$ cat src/rtl/cis_control_pkg.sv
`default_nettype none
// ============================================================================
//  Module      : cis_control_pkg
//  Description : Shared types and constants for the CIS (CCD image sensor)
//                clock/pattern controller.
//                  - cis_state_t : sequencer states CLEAR, EXPOSE, TRANSFER,
//                                  SKIP
//                  - c_CFG_W     : width of the clk_div and skip_samples
//                                  configuration words
//  Revision    : 1.0  initial release
// ============================================================================
package cis_control_pkg;

    // Width of the clk_div and skip_samples configuration inputs.
    localparam int c_CFG_W = 10;

    // Sequencer states.
    //   CLEAR    : loop the idle/clear pattern, waiting for an exposure request
    //   EXPOSE   : all control lines low while charge integrates
    //   TRANSFER : play the charge-transfer pattern once
    //   SKIP     : play the skipper-readout pattern skip_samples times
    typedef enum logic [1:0] {
        CLEAR    = 2'd0,
        EXPOSE   = 2'd1,
        TRANSFER = 2'd2,
        SKIP     = 2'd3
    } cis_state_t;

endpackage : cis_control_pkg
`default_nettype wire

$ cat src/rtl/cis_tick_gen.sv
`default_nettype none
// ============================================================================
//  Module      : cis_tick_gen
//  Description : Free-running prescaler producing the pattern-step tick.
//                The counter runs 0 .. i_div-1 and o_tick is high for the one
//                cycle in which the count equals i_div-1. A divisor of 0 is
//                handled as 1, so the tick is then high every cycle.
//  Ports       : clk      - clock, rising edge
//                reset    - asynchronous active-high reset (count -> 0)
//                i_div    - clk cycles per tick (0 treated as 1)
//                o_tick   - one-cycle step strobe
//  Revision    : 1.0  initial release
// ============================================================================
module cis_tick_gen
    import cis_control_pkg::*;
(
    input  logic               clk,
    input  logic               reset,
    input  logic [c_CFG_W-1:0] i_div,
    output logic               o_tick
);

    logic [c_CFG_W-1:0] r_cnt;
    logic [c_CFG_W-1:0] w_last;

    // Terminal count; a zero divisor collapses onto divide-by-one.
    assign w_last = (i_div == '0) ? '0 : (i_div - c_CFG_W'(1));

    assign o_tick = (r_cnt == w_last);

    // ">=" rather than "==" so that a divisor lowered below the current
    // count (possible in CLEAR, where the divisor is live) wraps at once
    // instead of running through the whole counter range.
    always_ff @(posedge clk or posedge reset) begin
        if (reset) begin
            r_cnt <= '0;
        end else if (r_cnt >= w_last) begin
            r_cnt <= '0;
        end else begin
            r_cnt <= r_cnt + c_CFG_W'(1);
        end
    end

endmodule : cis_tick_gen
`default_nettype wire

$ cat src/rtl/cis_control.sv
`default_nettype none
// ============================================================================
//  Module      : cis_control
//  Description : CCD image-sensor control sequencer. Plays bit-pattern
//                "waveforms" onto NUM_SIGNALS control lines, one pattern step
//                per prescaler tick:
//                  CLEAR    loops pattern_ccd_reset until an exposure request
//                  EXPOSE   holds all lines low while integration is high
//                  TRANSFER plays pattern_integration once
//                  SKIP     plays pattern_skipping skip_samples times
//                Patterns are packed [signal][step]; step 0 (LSB) plays first.
//  Ports       : clk                 - clock, rising edge
//                reset               - asynchronous active-high reset
//                integration         - async exposure request (1 = exposing)
//                pattern_ccd_reset   - idle/clear pattern
//                pattern_integration - charge-transfer pattern
//                pattern_skipping    - skipper-readout pattern
//                clk_div             - clk cycles per pattern step (0 -> 1)
//                skip_samples        - skipping-pattern repetitions per readout
//                signal              - registered control-line levels
//                running             - registered, high in TRANSFER and SKIP
//  Revision    : 1.0  initial release
// ============================================================================
module cis_control
    import cis_control_pkg::*;
#(
    parameter int NUM_SIGNALS = 11,
    parameter int PATTERN_LEN = 12
) (
    input  logic                                   clk,
    input  logic                                   reset,
    input  logic                                   integration,
    input  logic [NUM_SIGNALS-1:0][PATTERN_LEN-1:0] pattern_ccd_reset,
    input  logic [NUM_SIGNALS-1:0][PATTERN_LEN-1:0] pattern_integration,
    input  logic [NUM_SIGNALS-1:0][PATTERN_LEN-1:0] pattern_skipping,
    input  logic [c_CFG_W-1:0]                     clk_div,
    input  logic [c_CFG_W-1:0]                     skip_samples,
    output logic [NUM_SIGNALS-1:0]                 signal,
    output logic                                   running
);

    // ------------------------------------------------------------------------
    // Local constants
    // ------------------------------------------------------------------------
    localparam int c_STEP_W = (PATTERN_LEN > 1) ? $clog2(PATTERN_LEN) : 1;
    localparam logic [c_STEP_W-1:0] c_LAST_STEP = c_STEP_W'(PATTERN_LEN - 1);

    // ------------------------------------------------------------------------
    // State
    // ------------------------------------------------------------------------
    cis_state_t                        r_state;
    logic [c_STEP_W-1:0]               r_step;
    logic [c_CFG_W-1:0]                r_rep;       // completed SKIP patterns
    logic [c_CFG_W-1:0]                r_div_lat;   // clk_div for this readout
    logic [c_CFG_W-1:0]                r_skip_lat;  // skip_samples for this readout
    logic                              r_sync1;
    logic                              r_sync2;     // synchronized integration
    logic [NUM_SIGNALS-1:0]            r_signal;
    logic                              r_running;

    // ------------------------------------------------------------------------
    // Combinational helpers
    // ------------------------------------------------------------------------
    logic                                    w_tick;
    logic [c_CFG_W-1:0]                      w_div;
    logic                                    w_last_step;
    logic [NUM_SIGNALS-1:0][PATTERN_LEN-1:0] w_pat;
    logic [NUM_SIGNALS-1:0]                  w_col;

    // During a readout the prescaler follows the divisor captured on entry
    // to TRANSFER, so clk_div may be rewritten freely while a readout runs.
    // r_running is high exactly in TRANSFER/SKIP, so it doubles as select.
    assign w_div = r_running ? r_div_lat : clk_div;

    assign w_last_step = (r_step == c_LAST_STEP);

    cis_tick_gen u_tick_gen (
        .clk    (clk),
        .reset  (reset),
        .i_div  (w_div),
        .o_tick (w_tick)
    );

    // Pattern mux: pick the pattern belonging to the current state, then
    // take bit r_step of each signal row to form the column to drive.
    always_comb begin
        w_pat = '0;
        case (r_state)
            CLEAR:    w_pat = pattern_ccd_reset;
            TRANSFER: w_pat = pattern_integration;
            SKIP:     w_pat = pattern_skipping;
            default:  w_pat = '0;
        endcase

        w_col = '0;
        for (int k = 0; k < NUM_SIGNALS; k++) begin
            w_col[k] = w_pat[k][r_step];
        end
    end

    // ------------------------------------------------------------------------
    // Sequencer
    // ------------------------------------------------------------------------
    // All pattern activity happens on prescaler ticks. The column for the
    // current step is loaded and the step advances in the same tick; the
    // end-of-pattern decision is made on the tick that loads the last step,
    // so that column is still held for a full step period afterwards.
    always_ff @(posedge clk or posedge reset) begin
        if (reset) begin
            r_state    <= CLEAR;
            r_step     <= '0;
            r_rep      <= '0;
            r_div_lat  <= '0;
            r_skip_lat <= '0;
            r_sync1    <= 1'b0;
            r_sync2    <= 1'b0;
            r_signal   <= '0;
            r_running  <= 1'b0;
        end else begin
            // Two-flop synchronizer for the asynchronous exposure request.
            r_sync1 <= integration;
            r_sync2 <= r_sync1;

            if (w_tick) begin
                case (r_state)
                    CLEAR: begin
                        // The request is only sampled at pattern end, so a
                        // pulse that comes and goes inside one CLEAR pattern
                        // never starts an exposure.
                        r_signal <= w_col;
                        if (w_last_step) begin
                            r_step <= '0;
                            if (r_sync2) begin
                                r_state <= EXPOSE;
                            end
                        end else begin
                            r_step <= r_step + 1'b1;
                        end
                    end

                    EXPOSE: begin
                        r_signal <= '0;
                        r_step   <= '0;
                        if (!r_sync2) begin
                            r_state    <= TRANSFER;
                            r_running  <= 1'b1;
                            r_div_lat  <= clk_div;
                            r_skip_lat <= skip_samples;
                        end
                    end

                    TRANSFER: begin
                        r_signal <= w_col;
                        if (w_last_step) begin
                            r_step <= '0;
                            r_rep  <= '0;
                            if (r_skip_lat != '0) begin
                                r_state <= SKIP;
                            end else begin
                                r_state   <= CLEAR;
                                r_running <= 1'b0;
                            end
                        end else begin
                            r_step <= r_step + 1'b1;
                        end
                    end

                    SKIP: begin
                        r_signal <= w_col;
                        if (w_last_step) begin
                            r_step <= '0;
                            if ((r_rep + c_CFG_W'(1)) == r_skip_lat) begin
                                r_rep     <= '0;
                                r_state   <= CLEAR;
                                r_running <= 1'b0;
                            end else begin
                                r_rep <= r_rep + c_CFG_W'(1);
                            end
                        end else begin
                            r_step <= r_step + 1'b1;
                        end
                    end

                    default: begin
                        r_state   <= CLEAR;
                        r_step    <= '0;
                        r_signal  <= '0;
                        r_running <= 1'b0;
                    end
                endcase
            end
        end
    end

    assign signal  = r_signal;
    assign running = r_running;

endmodule : cis_control
`default_nettype wire

$ cat config.mk
export PLATFORM = sky130hd
export DESIGN_NAME = cis_control
export DESIGN_NICKNAME = d
export VERILOG_FILES = /design/src/rtl/cis_control_pkg.sv /design/src/rtl/cis_tick_gen.sv /design/src/rtl/cis_control.sv
export SDC_FILE = /design/constraint.sdc
export NUM_CORES = 1
export LEC_CHECK = 0
export CAP_MARGIN = 20
export CORE_AREA = 4 4 166 168
export DETAILED_ROUTE_END_ITERATION = 12
export DIE_AREA = 0 0 170 172
export HOLD_SLACK_MARGIN = 0.08
export RECOVER_POWER = 100
export SLEW_MARGIN = 20
export SYNTH_ARGS = -nofsm -noshare
export SYNTH_HDL_FRONTEND = slang
export SYNTH_SLANG_ARGS = --single-unit
$ cat constraint.sdc
create_clock -name clk -period 3.9 [get_ports clk]
set_input_delay 0.585 -clock clk [delete_from_list [all_inputs] [get_ports clk]]
set_output_delay 0.585 -clock clk [all_outputs]
set_load 0.03 [all_outputs]
* After elaboration in Yosys (flattened, before gate mapping)
Index checks and enable logic that the tools add are counted.
Cells by class: $add $sub $neg 4, magnitude comparators 2, eq/ne operators 13, multiplexer cells 47, bitwise gates (word level) 1, reduce and logical (&&, ||, !) cells 10
Operators with widths (count):
- one-hot mux 132 bit (3 select lines) | 1
- two-way mux 10 bit | 6
- binary-select mux 1 bit (select 4 bit) | 11
- one-hot mux 11 bit (2 select lines) | 1
- adder 10 x 1 -> 10 bit, second input constant | 2
- equality test 10 bit | 2
- one-hot mux 10 bit (2 select lines) | 1
- two-way mux 1 bit | 16
- two-way mux 2 bit | 7
- != test 2 bit, second input constant | 7
- AND reduction 7 bit | 2
- greater-or-equal comparator 10 bit | 1
- logical NOT 10 bit | 1
- nonzero test 10 bit | 1
- subtractor 10 x 1 -> 10 bit, second input constant | 1
- one-hot mux 2 bit (4 select lines) | 1
- one-hot mux 4 bit (2 select lines) | 1
- < comparator 4 x 5 -> 1 bit, second input constant | 1
- adder 4 x 1 -> 4 bit, second input constant | 1
- equality test 2 bit, second input constant | 2
- equality test 4 bit, second input constant | 1
- two-way mux 4 bit | 1
- AND reduction 4 bit | 1
- one-hot mux 1 bit (3 select lines) | 1
- other kinds (7) | 7
Word-level totals: bits in registers 60, output and inout bits 12

* Logic depth before layout (Yosys ltp)
Gate-level depths: netlist of the first run.
word-level depth 5, mapped depth 18, depth with buffers taken out 15

* By module
A second synthesis of the first run with hierarchy kept.
Unflattened totals: cells, all modules 794, area total of the unflattened synthesis 7034.2 µm²
Modules (own cells, without submodules):
- cis_control | times used 1, cells each 694, area an instance 6143.4 µm², seq. area each 1251.2 µm²
- cis_tick_gen | times used 1, cells each 100, area an instance 890.9 µm², seq. area each 250.2 µm²

* Least setup slack after synthesis of the first run
No wires, ideal clock.
kind register -> register, start point reg r_running (netlist: running), end point reg r_rep[3], library setup time 0.126 ns, arrival time 3.951 ns, required time 3.774 ns, setup slack -0.177 ns, cell stages (with the launch flop) 17, path through dfrtp_1 clkbuf_1 buf_2 mux2i_1 ha_1 nand2_1 or3_1 clkbuf_1 and2_1 ha_1 nand4_1 or3_1 buf_2 inv_1 nand3_1 clkbuf_1 a221o_1
Between the ends: word-level cells in the longest chain between the ends 5, elaborated cells between the ends (all ways) 6, classes of those cells 1 x add/sub; 1 x eq/ne; 2 x mux; 2 x reduce/logical
RTL lines:
- start: declaration | line cis_control.sv:59 | logic r_running;
- start signal: assignment | line cis_control.sv:118 | r_running <= 1'b0;
- start signal: assignment | line cis_control.sv:146 | r_running <= 1'b1;
- start signal: assignment | line cis_control.sv:161 | r_running <= 1'b0;
- two-way mux 10 bit * | line cis_control.sv:73 | assign w_div = r_running ? r_div_lat : clk_div;
- subtractor 10 x 1 -> 10 bit / logical NOT 10 bit (equally long branches) | line cis_tick_gen.sv:27 | assign w_last = (i_div == '0) ? '0 : (i_div - c_CFG_W'(1));
- two-way mux 10 bit * | line cis_tick_gen.sv:27
- equality test 10 bit * | line cis_tick_gen.sv:29 | assign o_tick = (r_cnt == w_last);
- AND reduction 4 bit (no source line) *
- end signal: assignment | line cis_control.sv:177 | r_rep <= r_rep + c_CFG_W'(1);
- end: declaration | line cis_control.sv:53 | logic [c_CFG_W-1:0] r_rep;
Mark *: on every way between the ends. The rest lies on a longest branch, timed or not. A chain may end at the register's enable or synchronous reset.

* Worst setup path in the final report of the first run
start point in clk_div[4], end point reg r_skip_lat[9]
Between the ends: word-level cells in the longest chain between the ends 5, elaborated cells between the ends (all ways) 6, classes of those cells 1 x add/sub; 1 x eq/ne; 2 x mux; 2 x reduce/logical
RTL lines:
- start: declaration | line cis_control.sv:36 | input logic [c_CFG_W-1:0] clk_div,
- two-way mux 10 bit * | line cis_control.sv:73
- subtractor 10 x 1 -> 10 bit / logical NOT 10 bit (equally long branches) | line cis_tick_gen.sv:27
- two-way mux 10 bit * | line cis_tick_gen.sv:27
- equality test 10 bit * | line cis_tick_gen.sv:29
- AND reduction 3 bit (no source line) *
- end signal: assignment | line cis_control.sv:148 | r_skip_lat <= skip_samples;
- end: declaration | line cis_control.sv:55 | logic [c_CFG_W-1:0] r_skip_lat;
Marked as above.

==> flow_summary_export.csv, run 1 <==
group,metric,value,unit
status,status,"finished, violations left",
status,failed_checks,"capacitance limit, slew limit",
grt,grt.total_usage,23.9,%
worst_setup_path,crit_fanout,11,
sta,setup_slack,0.264,ns
floorplanning,dieArea,29200,um^2
route,firstDrtPassIters,5,
route,vias,8402,
final_layout,final_cell_mix,"clkdlybuf4s50_1, mux2_2, a22oi_1, a221oi_1, a21oi_1",
floorplanning,die_y,172,um
synth,yosysUniqueCellTypes,57,
worst_setup_path,cp_cell_sequence,"clkdlybuf4s50_1 > mux2i_1 > o21ai_1 > nor2_1 > nand2_1 > or3_1 > and2_1 > ha_1 > nand4_1 > or3_4 > nor3_2 > clkbuf_2 > mux2_2",
sta,drv_slew,62,
final_layout,syn_to_final_growth,69.7,%
sta,timing.final.crit_share,93.2,%
sta,finalSetupViolations,0,
sta,rsz0062_at_grt,"false",
grt,grt_overflow,0,
route,routed_wl,37500,um
floorplanning,rows,59,
placement,dp_hpwl,30300,um
clocking,postCtsSetupRepairBufs,0,
grt,use_met1,30.9,%
synth,synth_edf_count,0,
pwr,p_leak,4.72,nW
synth,async_flop_share,100,%
synth,synth_xor_area_share,2.97,%
sta,final_hold_viol_count,0,
route,drc,0,
worst_setup_path,cp.arrival,3.85,ns
synth,postSynthAreaPerCell,8.77,um^2
route,drtIter0Drc,637,
placement,port_buffers,430,
floorplanning,die_w,170,um
clocking,clk_pin_slew,0.05,ns
synth,yosysTopAreaCell,"dfrtp_1",
floorplanning,core-area,25900,um^2
placement,place_congestion,0.892,
synth,synth-compound-area-share,31.7,%
sta,worstMarginPinSlew,1.76,ns
pwr,ir_drop,180,uV
pwr,powerDensity,221,nW/um^2
route,viasPerCell,5.47,
final_layout,final_common_cell,"clkdlybuf4s50_1",
route,ant_nets,0,
worst_setup_path,crit_required,4.11,ns
clocking,h-tree-depth,3,
clocking,worst_skew_pair.late_latency,0.33,ns
synth,synthMuxAreaShare,25.5,%
sta,clock_skew,0.00757,ns
placement,post-place-ws,-0.159,ns
clocking,clockBufferDepth,2,
clocking,cts_hold_buffers,0,
synth,yosys.area_share.simple,9.89,%
synth,ys_ff_latch,60,
worst_hold_path,min_path_type,"flop to flop",
final_layout,finalNonFillerCells,1537,
synth,synth-adder-area-share,2.65,%
worst_setup_path,crit_slowest_cell,"or3_4",
worst_setup_path,cpPeakStageDelay,0.44,ns
grt,grtUsageMet3,7.59,%
job,maxCapViolCount,2,
clocking,post_cts_resized,0,
clocking,clock-sinks,60,
clocking,clock-root-buffer,"clkbuf_16",
sta,clock.fmax,275,MHz
final_layout,drive_gt1_share,15.0,%
synth,syn_nets,1241,
grt,busiest_layer,"met2",
grt,grt_pass1_vias,8368,
grt,antenna_found_initial,15,
sta,period_needed,3.64,ns
synth,ys.flop_type,"dfrtp_1",
floorplanning,io_pins,431,
worst_setup_path,start_kind,"primary input",
placement,placed_cells,1515,
grt,grt_pass1_wl,53000,um
synth,synth_top_family_by_area,"compound AO/OA/AOI/OAI gates",
worst_setup_path,critical_path_class,"primary input to flop",
grt,grt_max_degree,142,
synth,synth_warnings,0,
synth,synth_area,7080,um^2
synth,ys_top_cells_by_area,"dfrtp_1, mux2_2, a221oi_1",
worst_setup_path,critical_path.endpoint_type,"flop",
grt,use_met2,40.1,%
route,post_drt_wl_per_cell,24.4,um
synth,ys_seq_area_share,21.2,%
clocking,cts_buffers,9,
final_layout,layout.nets,1625,
sta,relSlewSlack,-17.1,%
floorplanning,initial_core_util,27.3,%
pwr,total_power,0.00265,W
clocking,tritoncts,"built",
synth,synth_top_area_share,21.2,%
synth,synth_cells,807,
[sequential cells by signal (all words and copies together) (netlist names)]
| signal | count |
|---|---|
| r_sync2 | 1 |
| running | 1 |
| r_div_lat | 10 |
| r_skip_lat | 10 |
| r_rep | 10 |
| signal | 11 |
| r_state | 2 |
| r_step | 4 |
| r_sync1 | 1 |
| u_tick_gen.r_cnt | 10 |
[final cells by class]
cell class                 instances  area [um^2]
clock inverter                     6         63.8
clock buffer                      10          229
inverter                          10         37.5
tap                              335          419
multi-input combinational        649         5160
antenna                            6         15.0
sequential                        60         1520
timing repair buffer             461         4570
fill                            2557        13900
[power breakdown]
group          total (W)  switching (W)  internal [W]
Clock           0.000786       0.000292      0.000494
Sequential      0.000802       0.000120      0.000682
Combinational    0.00107       0.000431      0.000636
[worst paths after layout]
check | slack (ns) | endpoint | startpoint | depth (start not counted)
worst min-delay path | 0.37 | r_sync2 | r_sync1 | 0
worst min register to register | 0.37 | r_sync2 | r_sync1 | 0
worst max register to register | 0.31 | r_skip_lat[9] | running | 12
min in group asynchronous | 1.26 | r_sync2 | reset | 3
max in group asynchronous | 1.50 | r_state[1] | reset | 3
worst max-delay path | 0.26 | r_skip_lat[9] | clk_div[4] | 13
[synth_stat cells, drive strengths merged (2+ instances only)]
cell      n
mux2    152
a21oi    66
a221oi   66
a22oi    66
dfrtp    60
a211oi   56
clkbuf   51
nor2     39
buf      37
nand2    31
nand3    16
o21ai    16
ha       15
xnor2    12
xor2     12
a211o    11
inv      10
and3      9
mux2i     9
nand2b    9
nor3      9
nand4     5
a221o     4
a31oi     4
nor2b     4
or3       4
a21o      3
o21a      3
o22ai     3
or4       3
a22o      2
and2      2
nor4      2
o31ai     2
[per-layer routing]
metal / vias to the layer above / wire [um]
met2: 281 / 17800
met3: 32 / 3570
met4: 20 / 207
li1: 3980 / -
met5: - / 125
met1: 4089 / 15900
[through the flow]
| step | util (%) | hold slack [ns] | TNS (ns) | area, um^2 |
|---|---|---|---|---|
| final | 46.3 | 0.368 | 0 | 12000 |
| after global routing | 46.3 | 0.384 | 0 | 12000 |
| after CTS | 46.3 | 0.381 | 0 | 12000 |
| after detailed placement | 45.2 | 0.361 | -2.42 | 11700 |
| after global placement | 45.2 | 0.339 | -0.416 | 11700 |
| after floorplan | - | 0.331 | 0 | 7080 |
[worst max-delay path, delay by kind of cell]
family / cells / cell delay (ns)
multiplexers: 2 / 0.56
adder cells (fa/ha/maj): 1 / 0.28
AO/OA/AOI/OAI: 1 / 0.12
AND/OR/NAND/NOR: 7 / 1.58
buffers and inverters: 2 / 0.72
[kinds of logic (layout without fill, tap and decap cells)]
group | count (synthesis) | after routing
simple gates | 140 | 140
flops | 60 | 60
mux | 161 | 161
buf+inv | 98 | 487
xor+xnor | 24 | 24
fa+ha+maj | 15 | 15
other cells | 0 | 6
compound gates | 309 | 309
Power figures use the tool's default switching activity.
==> run 2, diff against run 1 <==
Settings changed: CORE_AREA 4 4 166 168 to 4 4 165 167, DIE_AREA 0 0 170 172 to 0 0 169 171, GPL_TIMING_DRIVEN set to 0, SLEW_MARGIN 20 to unset.
Clock period 3.9 ns to 4.5 ns, I/O delays scaled along.
==> run 2 against run 1 <==
  * The run still ends with capacitance limit, slew limit left
  * Design area increased by 1.0%
  * Largest cell class unchanged
  * Count of clock-buffer cells in the layout increased by 1
  * Combinational power decreased by 9%
  * Critical endpoint is now signal[5]
==> flow_summary_export.csv, run 2 (synthesis gave the netlist of run 1 again) <==
group,metric,value,unit
placement,place_congestion,0.963,
final_layout,final_cell_mix,"clkdlybuf4s50_1, mux2_2, a22oi_1, a221oi_1, a21oi_1",
clocking,cts_hold_buffers,0,
final_layout,final_common_cell,"clkdlybuf4s50_1",
route,ant_nets,0,
sta,clock.fmax,230,MHz
clocking,cts_buffers,9,
route,routed-wl-met3,4730,um
clocking,clock-sinks,60,
sta,drv_slew,42,
job,maxCapViolCount,1,
final_layout,fillers,2529,
grt,antenna_found_initial,18,
floorplanning,rows,59,
worst_setup_path,crit_required,4.76,ns
placement,placed_cells,1574,
grt,grt_max_degree,42,
final_layout,syn_to_final_growth,71.5,%
status,status,"finished, violations left",
placement,dp_hpwl,34900,um
pwr,total_power,0.00224,W
route,wl_met1,17500,um
sta,finalSetupViolations,0,
clocking,h-tree-depth,3,
worst_setup_path,cp.arrival,4.60,ns
worst_setup_path,crit_fanout,10,
floorplanning,io_pins,431,
route,vias,8935,
sta,rsz0062_at_grt,"false",
final_layout,finalNonFillerCells,1594,
clocking,clockBufferDepth,2,
route,dr.max_layer_used,"met5",
route,drc,0,
pwr,p_leak,4.83,nW
sta,timing.final.crit_share,96.4,%
route,post_drt_wl_per_cell,26.2,um
floorplanning,dieArea,28900,um^2
final_layout,layout.nets,1683,
clocking,clk_pin_slew,0.05,ns
final_layout,largest_reg_flops,11,
pwr,powerDensity,185,nW/um^2
floorplanning,core-area,25800,um^2
grt,grt_pass1_wl,58400,um
grt,grt_pass1_vias,8736,
pwr,ir_drop,166,uV
placement,port_buffers,430,
floorplanning,die_w,169,um
grt,grt.total_usage,27.0,%
grt,grt_overflow,0,
clocking,worst_skew_pair.late_latency,0.32,ns
route,routed_wl,41800,um
worst_setup_path,r2r_slack,0.21,ns
sta,final_hold_viol_count,0,
worst_setup_path,critical_path.endpoint_type,"flop",
route,met2_length,18600,um
worst_setup_path,critical_path_class,"primary input to flop",
worst_setup_path,start_kind,"primary input",
floorplanning,initial_core_util,27.5,%
status,failed_checks,"capacitance limit, slew limit",
route,drtIter0Drc,853,
route,viasPerCell,5.61,
route,firstDrtPassIters,7,
sta,clock_skew,0.00869,ns
floorplanning,die_y,171,um
sta,period_needed,4.34,ns
sta,relSlewSlack,-50.7,%
worst_hold_path,min_path_type,"flop to flop",
clocking,clock-root-buffer,"clkbuf_16",
sta,worstMarginPinSlew,2.26,ns
final_layout,drive_gt1_share,14.9,%
clocking,tritoncts,"built",
==> run 2: metal layers <==
metal | GRT usage [%] | vias up
met4 | 6.44 | 28
met3 | 10.3 | 81
li1 | - | 4091
met1 | 35.8 | 4288
met2 | 41.8 | 447
met5 | 0 | -
==> run 2: stage by stage <==
stage | setup slack, ns | setup TNS, ns | util, % | area (um^2) | hold slack, ns
6_report | 0.160 | 0 | 47.1 | 12100 | 0.389
5_1_grt | 0.0159 | 0 | 47.1 | 12100 | 0.398
4_1_cts | 0.0194 | 0 | 47.0 | 12100 | 0.406
3_5_place_dp | -0.459 | -11.02 | 45.9 | 11800 | 0.393
3_3_place_gp | -0.450 | -10.97 | 45.8 | 11800 | 0.397
2_1_floorplan | 0.423 | 0 | - | 7080 | 0.331
==> run 2: critical path, stage by stage <==
cell and delay [ns]:
clkdlybuf4s50_1 0.46, mux2i_4 0.23, o21ai_1 0.12, nor2_1 0.13, nand2_1 0.10, or3_1 0.38
clkbuf_1 0.20, and2_0 0.19, ha_1 0.27, nand4_1 0.09, or3_4 0.41, or3_1 0.43
clkbuf_1 0.26, a211oi_1 0.47, a211o_1 0.15
==> run 2: final timing paths <==
kind	from	to	depth (start not counted)
worst max-delay path	clk_div[4]	signal[5]	15
worst min-delay path	r_sync1	r_sync2	0
worst max register to register	running	signal[5]	14
worst min register to register	r_sync1	r_sync2	0
max in group asynchronous	reset	running	3
min in group asynchronous	reset	u_tick_gen.r_cnt[3]	2
==> run 2: power breakdown <==
group	internal, W	switching (W)	total [W]
clock	0.000383	0.000240	0.000623
combinational	0.000552	0.000418	0.000970
sequential	0.000592	0.0000562	0.000648
==> run 2: cell type report <==
type | count | area, um^2 | area share, %
diodes | 5 | 12.5 | 0.103
flip-flops and latches | 60 | 1500 | 12.4
clock buffers | 11 | 243 | 2.00
well taps | 335 | 419 | 3.45
clock inverters | 5 | 27.5 | 0.227
multi-input cells | 649 | 5180 | 42.7
plain buffers | 87 | 394 | 3.25
repair buffers | 432 | 4310 | 35.5
inverters | 10 | 37.5 | 0.309
==> run 2: what timing repair did <==
item,4_1_cts,5_1_grt
gates resized for setup,3,10
buffers inserted,0,0
endpoints found under the hold margin,0,0
setup endpoints to repair,38,36
pin swaps,0,0
gates cloned,0,0
==> run 3, diff against run 2 <==
Settings changed: CTS_CLUSTER_DIAMETER set to 200.
==> results of run 3 <==
Final layout, timing and power as in run 2 (identical DEF).
